<file path="src/rtl/obi_dp_ram_bridge_if.sv">
// OBI data-side bus plus RAM port B signals shared by the bridge and its neighbours.
interface obi_dp_ram_bridge_if #(
    parameter int RAM_ADDR_WIDTH = 17
);
    logic                      data_req_i;
    logic                      data_gnt_o;
    logic [31:0]               data_addr_i;
    logic                      data_we_i;
    logic [3:0]                data_be_i;
    logic [31:0]               data_wdata_i;
    logic                      data_rvalid_o;
    logic [31:0]               data_rdata_o;
    logic                      data_err_o;
    logic                      ram_en_o;
    logic [RAM_ADDR_WIDTH-1:0] ram_addr_o;
    logic [3:0]                ram_we_o;
    logic [31:0]               ram_din_o;
    logic [31:0]               ram_dout_i;

    modport slave (
        input  data_req_i, data_addr_i, data_we_i, data_be_i, data_wdata_i, ram_dout_i,
        output data_gnt_o, data_rvalid_o, data_rdata_o, data_err_o,
        output ram_en_o, ram_addr_o, ram_we_o, ram_din_o
    );

    modport master (
        output data_req_i, data_addr_i, data_we_i, data_be_i, data_wdata_i, ram_dout_i,
        input  data_gnt_o, data_rvalid_o, data_rdata_o, data_err_o,
        input  ram_en_o, ram_addr_o, ram_we_o, ram_din_o
    );
endinterface

</file>
<file path="src/rtl/obi_dp_ram_bridge.sv">
// OBI data port to byte-enabled RAM port B: single-cycle enables, one-cycle read response,
// window error flagging and optional LFSR-driven grant wait states.
module obi_dp_ram_bridge #(
    parameter int          RAM_ADDR_WIDTH = 17,
    parameter logic [31:0] BASE_ADDR      = 32'h0000_0000,
    parameter bit          STALL_EN       = 1'b0,
    parameter logic [15:0] LFSR_SEED      = 16'hACE1
) (
    input  logic               clk_i,
    input  logic               rst_i,
    obi_dp_ram_bridge_if.slave bus
);
    localparam int DATA_W = 32;

    typedef enum logic {ST_READY, ST_WAIT} state_t;

    state_t                    state, state_nxt;
    logic [1:0]                wait_cnt, wait_cnt_nxt;
    logic [15:0]               lfsr;
    logic                      stall_gnt;
    logic                      gnt;
    logic                      fire;
    logic                      in_range;
    logic [RAM_ADDR_WIDTH-1:0] offset;
    logic                      vld_p1;
    logic                      rd_p1;
    logic                      err_p1;

    assign in_range = (bus.data_addr_i >> RAM_ADDR_WIDTH) == (BASE_ADDR >> RAM_ADDR_WIDTH);
    assign offset   = RAM_ADDR_WIDTH'(bus.data_addr_i - BASE_ADDR);

    // Free-running Fibonacci LFSR, taps 16,14,13,11 counted from the output bit.
    always_ff @(posedge clk_i or posedge rst_i) begin
        if (rst_i) begin
            lfsr <= LFSR_SEED;
        end else begin
            lfsr <= {lfsr[0] ^ lfsr[2] ^ lfsr[3] ^ lfsr[5], lfsr[15:1]};
        end
    end

    always_ff @(posedge clk_i or posedge rst_i) begin
        if (rst_i) begin
            state    <= ST_READY;
            wait_cnt <= 2'd0;
        end else begin
            state    <= state_nxt;
            wait_cnt <= wait_cnt_nxt;
        end
    end

    always_comb begin
        state_nxt    = state;
        wait_cnt_nxt = wait_cnt;
        stall_gnt    = 1'b0;
        case (state)
            ST_READY: begin
                if (bus.data_req_i) begin
                    if (lfsr[1:0] == 2'd0) begin
                        stall_gnt = 1'b1;
                    end else begin
                        wait_cnt_nxt = lfsr[1:0];
                        state_nxt    = ST_WAIT;
                    end
                end
            end
            ST_WAIT: begin
                wait_cnt_nxt = wait_cnt - 2'd1;
                if (wait_cnt == 2'd1) begin
                    stall_gnt = 1'b1;
                    state_nxt = ST_READY;
                end
            end
            default: state_nxt = ST_READY;
        endcase
    end

    // Grant is held low while reset is asserted so nothing reaches the RAM.
    assign gnt  = bus.data_req_i & !rst_i & (STALL_EN ? stall_gnt : 1'b1);
    assign fire = gnt;

    // Stage p0: grant cycle drives the RAM directly.
    assign bus.data_gnt_o = gnt;
    assign bus.ram_en_o   = fire & in_range;
    assign bus.ram_we_o   = (fire && in_range && bus.data_we_i) ? bus.data_be_i : 4'b0000;
    assign bus.ram_addr_o = fire ? (offset & ~RAM_ADDR_WIDTH'(3)) : '0;
    assign bus.ram_din_o  = fire ? bus.data_wdata_i : '0;

    // Stage p1: response lines up with the RAM's registered read data.
    always_ff @(posedge clk_i or posedge rst_i) begin
        if (rst_i) begin
            vld_p1 <= 1'b0;
            rd_p1  <= 1'b0;
            err_p1 <= 1'b0;
        end else begin
            vld_p1 <= fire;
            if (fire) begin
                rd_p1  <= !bus.data_we_i;
                err_p1 <= !in_range;
            end
        end
    end

    assign bus.data_rvalid_o = vld_p1;
    assign bus.data_err_o    = vld_p1 & err_p1;
    assign bus.data_rdata_o  = (vld_p1 && rd_p1 && !err_p1) ? bus.ram_dout_i : {DATA_W{1'b0}};

    a_obi_stable: assert property (@(posedge clk_i) disable iff (rst_i)
        (bus.data_req_i && !bus.data_gnt_o) |=>
        (bus.data_req_i && $stable(bus.data_addr_i) && $stable(bus.data_we_i) &&
         $stable(bus.data_be_i) && $stable(bus.data_wdata_i)));

endmodule

</file>
<file path="src/flat_wrapper.sv">
// flat-port wrapper written by rule: the top's interface ports become plain ports
module obi_dp_ram_bridge_flat 
#(
    parameter int          RAM_ADDR_WIDTH = 17,
    parameter logic [31:0] BASE_ADDR      = 32'h0000_0000,
    parameter bit          STALL_EN       = 1'b0,
    parameter logic [15:0] LFSR_SEED      = 16'hACE1
)
  (clk_i, rst_i, bus_data_req_i, bus_data_addr_i, bus_data_we_i, bus_data_be_i, bus_data_wdata_i, bus_ram_dout_i, bus_data_gnt_o, bus_data_rvalid_o, bus_data_rdata_o, bus_data_err_o, bus_ram_en_o, bus_ram_addr_o, bus_ram_we_o, bus_ram_din_o);
  obi_dp_ram_bridge_if #(.RAM_ADDR_WIDTH(RAM_ADDR_WIDTH)) bus_i ();
  input  logic clk_i;
  input  logic rst_i;
  input wire logic [$bits(bus_i.data_req_i)-1:0] bus_data_req_i;
  input wire logic [$bits(bus_i.data_addr_i)-1:0] bus_data_addr_i;
  input wire logic [$bits(bus_i.data_we_i)-1:0] bus_data_we_i;
  input wire logic [$bits(bus_i.data_be_i)-1:0] bus_data_be_i;
  input wire logic [$bits(bus_i.data_wdata_i)-1:0] bus_data_wdata_i;
  input wire logic [$bits(bus_i.ram_dout_i)-1:0] bus_ram_dout_i;
  output wire logic [$bits(bus_i.data_gnt_o)-1:0] bus_data_gnt_o;
  output wire logic [$bits(bus_i.data_rvalid_o)-1:0] bus_data_rvalid_o;
  output wire logic [$bits(bus_i.data_rdata_o)-1:0] bus_data_rdata_o;
  output wire logic [$bits(bus_i.data_err_o)-1:0] bus_data_err_o;
  output wire logic [$bits(bus_i.ram_en_o)-1:0] bus_ram_en_o;
  output wire logic [$bits(bus_i.ram_addr_o)-1:0] bus_ram_addr_o;
  output wire logic [$bits(bus_i.ram_we_o)-1:0] bus_ram_we_o;
  output wire logic [$bits(bus_i.ram_din_o)-1:0] bus_ram_din_o;
  assign bus_i.data_req_i = bus_data_req_i;
  assign bus_i.data_addr_i = bus_data_addr_i;
  assign bus_i.data_we_i = bus_data_we_i;
  assign bus_i.data_be_i = bus_data_be_i;
  assign bus_i.data_wdata_i = bus_data_wdata_i;
  assign bus_i.ram_dout_i = bus_ram_dout_i;
  assign bus_data_gnt_o = bus_i.data_gnt_o;
  assign bus_data_rvalid_o = bus_i.data_rvalid_o;
  assign bus_data_rdata_o = bus_i.data_rdata_o;
  assign bus_data_err_o = bus_i.data_err_o;
  assign bus_ram_en_o = bus_i.ram_en_o;
  assign bus_ram_addr_o = bus_i.ram_addr_o;
  assign bus_ram_we_o = bus_i.ram_we_o;
  assign bus_ram_din_o = bus_i.ram_din_o;
  obi_dp_ram_bridge #(.RAM_ADDR_WIDTH(RAM_ADDR_WIDTH), .BASE_ADDR(BASE_ADDR), .STALL_EN(STALL_EN), .LFSR_SEED(LFSR_SEED)) u_core (.clk_i(clk_i), .rst_i(rst_i), .bus(bus_i));
endmodule
</file>
<file path="config.mk">
export PLATFORM = sky130hd
export DESIGN_NAME = obi_dp_ram_bridge_flat
export DESIGN_NICKNAME = d
export VERILOG_FILES = /design/src/rtl/obi_dp_ram_bridge_if.sv /design/src/rtl/obi_dp_ram_bridge.sv /design/src/flat_wrapper.sv
export SDC_FILE = /design/constraint.sdc
export NUM_CORES = 1
export LEC_CHECK = 0
export CORE_MARGIN = 8
export CORE_UTILIZATION = 18
export CTS_CLUSTER_SIZE = 8
export DETAILED_ROUTE_END_ITERATION = 8
export PLACE_DENSITY = 0.89
export SLEW_MARGIN = 20
export SYNTH_ARGS = -nofsm -noshare
export SYNTH_HDL_FRONTEND = slang
export SYNTH_SLANG_ARGS = --single-unit
</file>
<file path="constraint.sdc">
create_clock -name clk_i -period 1.9 [get_ports clk_i]
set_input_delay 0.285 -clock clk_i [delete_from_list [all_inputs] [get_ports clk_i]]
set_output_delay 0.285 -clock clk_i [all_outputs]
set_load 0.05 [all_outputs]
</file>
# Yosys cells after proc, flatten, opt, wreduce, memory -nomap -nowiden
# Cells that the tools add are included.
[classes]
muxes = 4
bitwise_logic = 3
reduce_logical = 9
[ops]
columns = ["cell", "n"]
rows = [
  ["$mux 32", 2],
  ["$logic_not 32->1", 1],
  ["$mux 17", 1],
  ["$logic_and 1x1->1", 4],
  ["$logic_not 1->1", 4],
  ["$mux 4", 1],
  ["$and 1x1->1", 3],
]
[totals]
regBits = 3
input_bits = 104
out_inout_bits = 89

# Logic depth before layout (Yosys ltp)
[depth]
word_depth = 5
depth_mapped = 5
depth_no_buf = 3

# Worst setup path before layout
# Ideal clock, no wire load.
[synth_path]
path_type = "input to output"
startpoint = "in bus_data_addr_i[18]"
endpoint = "out bus_ram_we_o[0]"
arrival_time_ns = 1.803
path_slack_ns = -0.188
stages = 3
n_path_buf = 0
cell_sequence = "nor4_4 > nand3_2 > nor3_1"
[synth_between]
elab_chain_cells = 4
[synth_lines]
columns = ["item", "line", "text"]
rows = [
  ["from (decl)", "flat_wrapper.sv:14", "input wire logic [$bits(bus_i.data_addr_i)-1:0] bus_data_addr_i;"],
  ["$logic_not 32->1", "obi_dp_ram_bridge.sv:29", "assign in_range = (bus.data_addr_i >> RAM_ADDR_WIDTH) == (BASE_ADDR >> RAM_ADDR_WIDTH);"],
  ["$logic_and 1x1->1 (2 in a row)", "obi_dp_ram_bridge.sv:84", "assign bus.ram_we_o = (fire && in_range && bus.data_we_i) ? bus.data_be_i : 4'b0000;"],
  ["$mux 4", "obi_dp_ram_bridge.sv:84", ""],
  ["to (decl)", "flat_wrapper.sv:25", "output wire logic [$bits(bus_i.ram_we_o)-1:0] bus_ram_we_o;"],
]
# No other way between the ends.

# Final worst setup path
[layout_path]
startpoint = "in bus_data_addr_i[26]"
endpoint = "out bus_ram_we_o[3]"
# Same word-level chain as after synthesis.

==> results.py <==
metrics = {
    "timing": {
        "finalSetupViolations": 0,
        "layout_worst_path_cycle_share": 0.981,
        "slew_headroom": 0.641,
        "tightestPinTransition_ns": 0.536,
        "fin_skew_ns": 0,
        "achievable-frequency_mhz": 536,
        "max_transition_viols_final": 0,
        "rsz_0062_raised_after_global_routing": "true",
        "worst_hold_slack_ns": 0.248,
        "fin_setup_tns_ns": 0,
        "finalHoldViolCount": 0,
        "finalCriticalPeriod_ns": 1.86,
    },
    "final_layout": {
        "nNetsFinal": 418,
        "fin_util": 0.881,
        "drive_above_1_share": 0.371,
        "layout_common_cells": "87 x clkdlybuf4s50_1, 86 x buf_12, 79 x and2_1",
        "flow.area_growth_from_synthesis_pct": 384,
        "antenna_cells_inserted": 0,
        "final_common_cell": "clkdlybuf4s50_1",
    },
    "routing": {
        "detail_route.wl_per_cell_um": 19.1,
        "vias": 1531,
        "final_antenna_net_count": 0,
        "drc": 0,
        "detailedRoute.firstPassIterationCount": 4,
        "drt-initial-drc-count": 29,
        "detail_route.wirelength_mm": 6.96,
        "vias_per_cell": 4.19,
    },
    "place": {
        "detailedPlacementHpwl_mm": 6.35,
        "gp_congestion": 0.811,
        "port_buffers": 188,
    },
    "setup_path": {
        "critical-path-max-stage-delay_ns": 0.45,
        "critical_path_class": "input pin to primary output",
        "cp-start-kind": "input pin",
        "endpoint_kind": "primary output",
        "crit_chain": "clkdlybuf4s50_1 > nor4_4 > nand3_2 > nor3_2 > buf_4 > buf_12",
        "cp_num_buf_inv": 3,
        "critical_path_peak_fanout": 4,
        "critPathRequiredTime_ns": 1.62,
        "timing.critical_path.arrival_ns": 1.58,
        "critPathSlowestCell": "clkdlybuf4s50_1",
        "path_delay_family": "buffers and inverters",
    },
    "clock_network": {
        "cts_sinks": 3,
        "tritoncts": "yes",
        "cts_root_buf": "clkbuf_8",
        "cts_made_buffers": 3,
        "cts-root-to-sink-buffers": 2,
        "hold_buffers": 0,
        "cts.reportedPaths.clkPinSlew_ns": 0.03,
        "clk_latency_ns": 0.22,
        "clock_tree.htree_level_count": 1,
    },
    "floorplan": {
        "core_area_um2": 4260,
        "fp.dieArea_um2": 6670,
        "rows": 24,
        "floorplan.die.height_um": 81.7,
        "start_util": 0.182,
        "ios": 193,
        "dieWidth_um": 81.7,
    },
    "job": {
        "cap_violations": 0,
    },
    "power_and_ir_drop": {
        "clock_power_share": 0.207,
        "vdd_ir_drop_max_uv": 202,
        "netSwitchingFraction": 0.360,
        "p_leak_nw": 1.59,
        "p_seq_frac": 0.078,
        "switchingPower_w": 0.000323,
        "comb_power_share": 0.715,
        "p_int_w": 0.000574,
        "power_density_nw_per_um2": 239,
    },
    "synth": {
        "ys.warnings.count": 0,
        "netlist_instances": 117,
        "synth.ff_latch_count": 3,
        "number_of_distinct_library_cells_after_synthesis": 18,
        "ys_seq_area_frac": 0.0966,
        "netlist_area_um2": 777,
        "synth_area_per_cell_um2": 6.64,
    },
    "run_status": {
        "status": "finished clean",
    },
    "grt": {
        "globalRouteOverflowTotal": 0,
        "grtUsageTotal": 0.194,
        "grt_pass1_wl_mm": 9.65,
        "grt_start_max_net_pins": 33,
        "grt_antenna_before_repair": 0,
        "vias_in_the_first_global_route": 1680,
    },
    "hold_path": {
        "worst_hold_path_type": "input pin to async pin",
    },
}
-- per-stage QoR --
stage               total power, W  setup slack, ns  instance area (µm²)  instances
detailed placement        0.000712           -0.165                 3630        359
global placement          0.000697          -0.0611                 3630        359
CTS                       0.000902          0.00587                 3730        365
floorplan                 0.000286           -0.188                  781        118
global route              0.000933          -0.0550                 3760        365
finish                    0.000898           0.0359                 3760        365
-- timing repair --
item | CTS | global route
resized for setup | 23 | 6
endpoints found under the setup margin | 42 | 5
pin swaps | 6 | 5
setup buffers | 2 | 0
-- sequential cells by signal (all words and copies together) (netlist names) --
register / flops
u_core.bus.data_rvalid_o: 1
u_core.rd_p1: 1
u_core.err_p1: 1
-- synthesized netlist by cell type --
cell | n | area, µm²
buf_2 | 2 | 10.0
and2_1 | 80 | 500
nand3_1 | 1 | 5.00
nor2_1 | 2 | 7.51
conb_1 | 1 | 3.75
nor3_1 | 5 | 25.0
clkbuf_1 | 7 | 26.3
inv_1 | 5 | 18.8
nand3_2 | 1 | 10.0
and3b_1 | 1 | 8.76
nor4_2 | 2 | 25.0
nor4_4 | 1 | 21.3
buf_4 | 2 | 15.0
nand2_1 | 1 | 3.75
o22a_2 | 1 | 10.0
nor2b_1 | 1 | 6.26
a21oi_1 | 1 | 5.00
dfrtp_1 | 3 | 75.1
-- per-layer routing --
metal	wire, µm	vias to the layer above	global-route usage
met1	2070	672	0.176
met3	799	16	0.0766
met5	0	-	0
li1	-	741	-
met2	3900	102	0.381
met4	195	0	0.0632
-- final timing paths --
kind,startpoint,end,slack [ns],cells past startpoint
max,bus_data_addr_i[26],bus_ram_we_o[3],0.04,6
min,rst_i,u_core.rd_p1,0.25,3
max reg2reg,u_core.err_p1,u_core.err_p1,1.18,1
min reg2reg,u_core.err_p1,u_core.err_p1,0.52,1
max in group asynchronous,rst_i,u_core.err_p1,1.52,3
min in group clk_i,u_core.err_p1,u_core.err_p1,0.52,1
-- logic make-up (layout without fill, tap and decap cells) --
family,after synthesis,after routing,share of synthesized area
AO/OA/AOI/OAI,2,2,0.0193
buffers and inverters,16,211,0.0902
flip-flops,3,3,0.0966
other,1,2,0.00483
AND/OR/NAND/NOR,95,95,0.789
-- layout make-up --
| cell class | count | area (µm²) |
|---|---|---|
| repair buffers | 202 | 2850 |
| multi-input cells | 99 | 707 |
| fillers | 205 | 505 |
| flip-flops and latches | 3 | 75.1 |
| well taps | 52 | 65.1 |
| clock buffers | 4 | 45.0 |
| inverters | 5 | 18.8 |
-- power by group through the flow --
stage,logic (W),clock network [W],registers [W]
finish,0.000642,0.000186,0.0000703
detailed placement,0.000641,0,0.0000708
CTS,0.000641,0.000191,0.0000701
floorplan,0.000212,0,0.0000742
global placement,0.000626,0,0.0000705
global route,0.000669,0.000193,0.0000708
No activity file was read; power rests on OpenSTA's default activity.
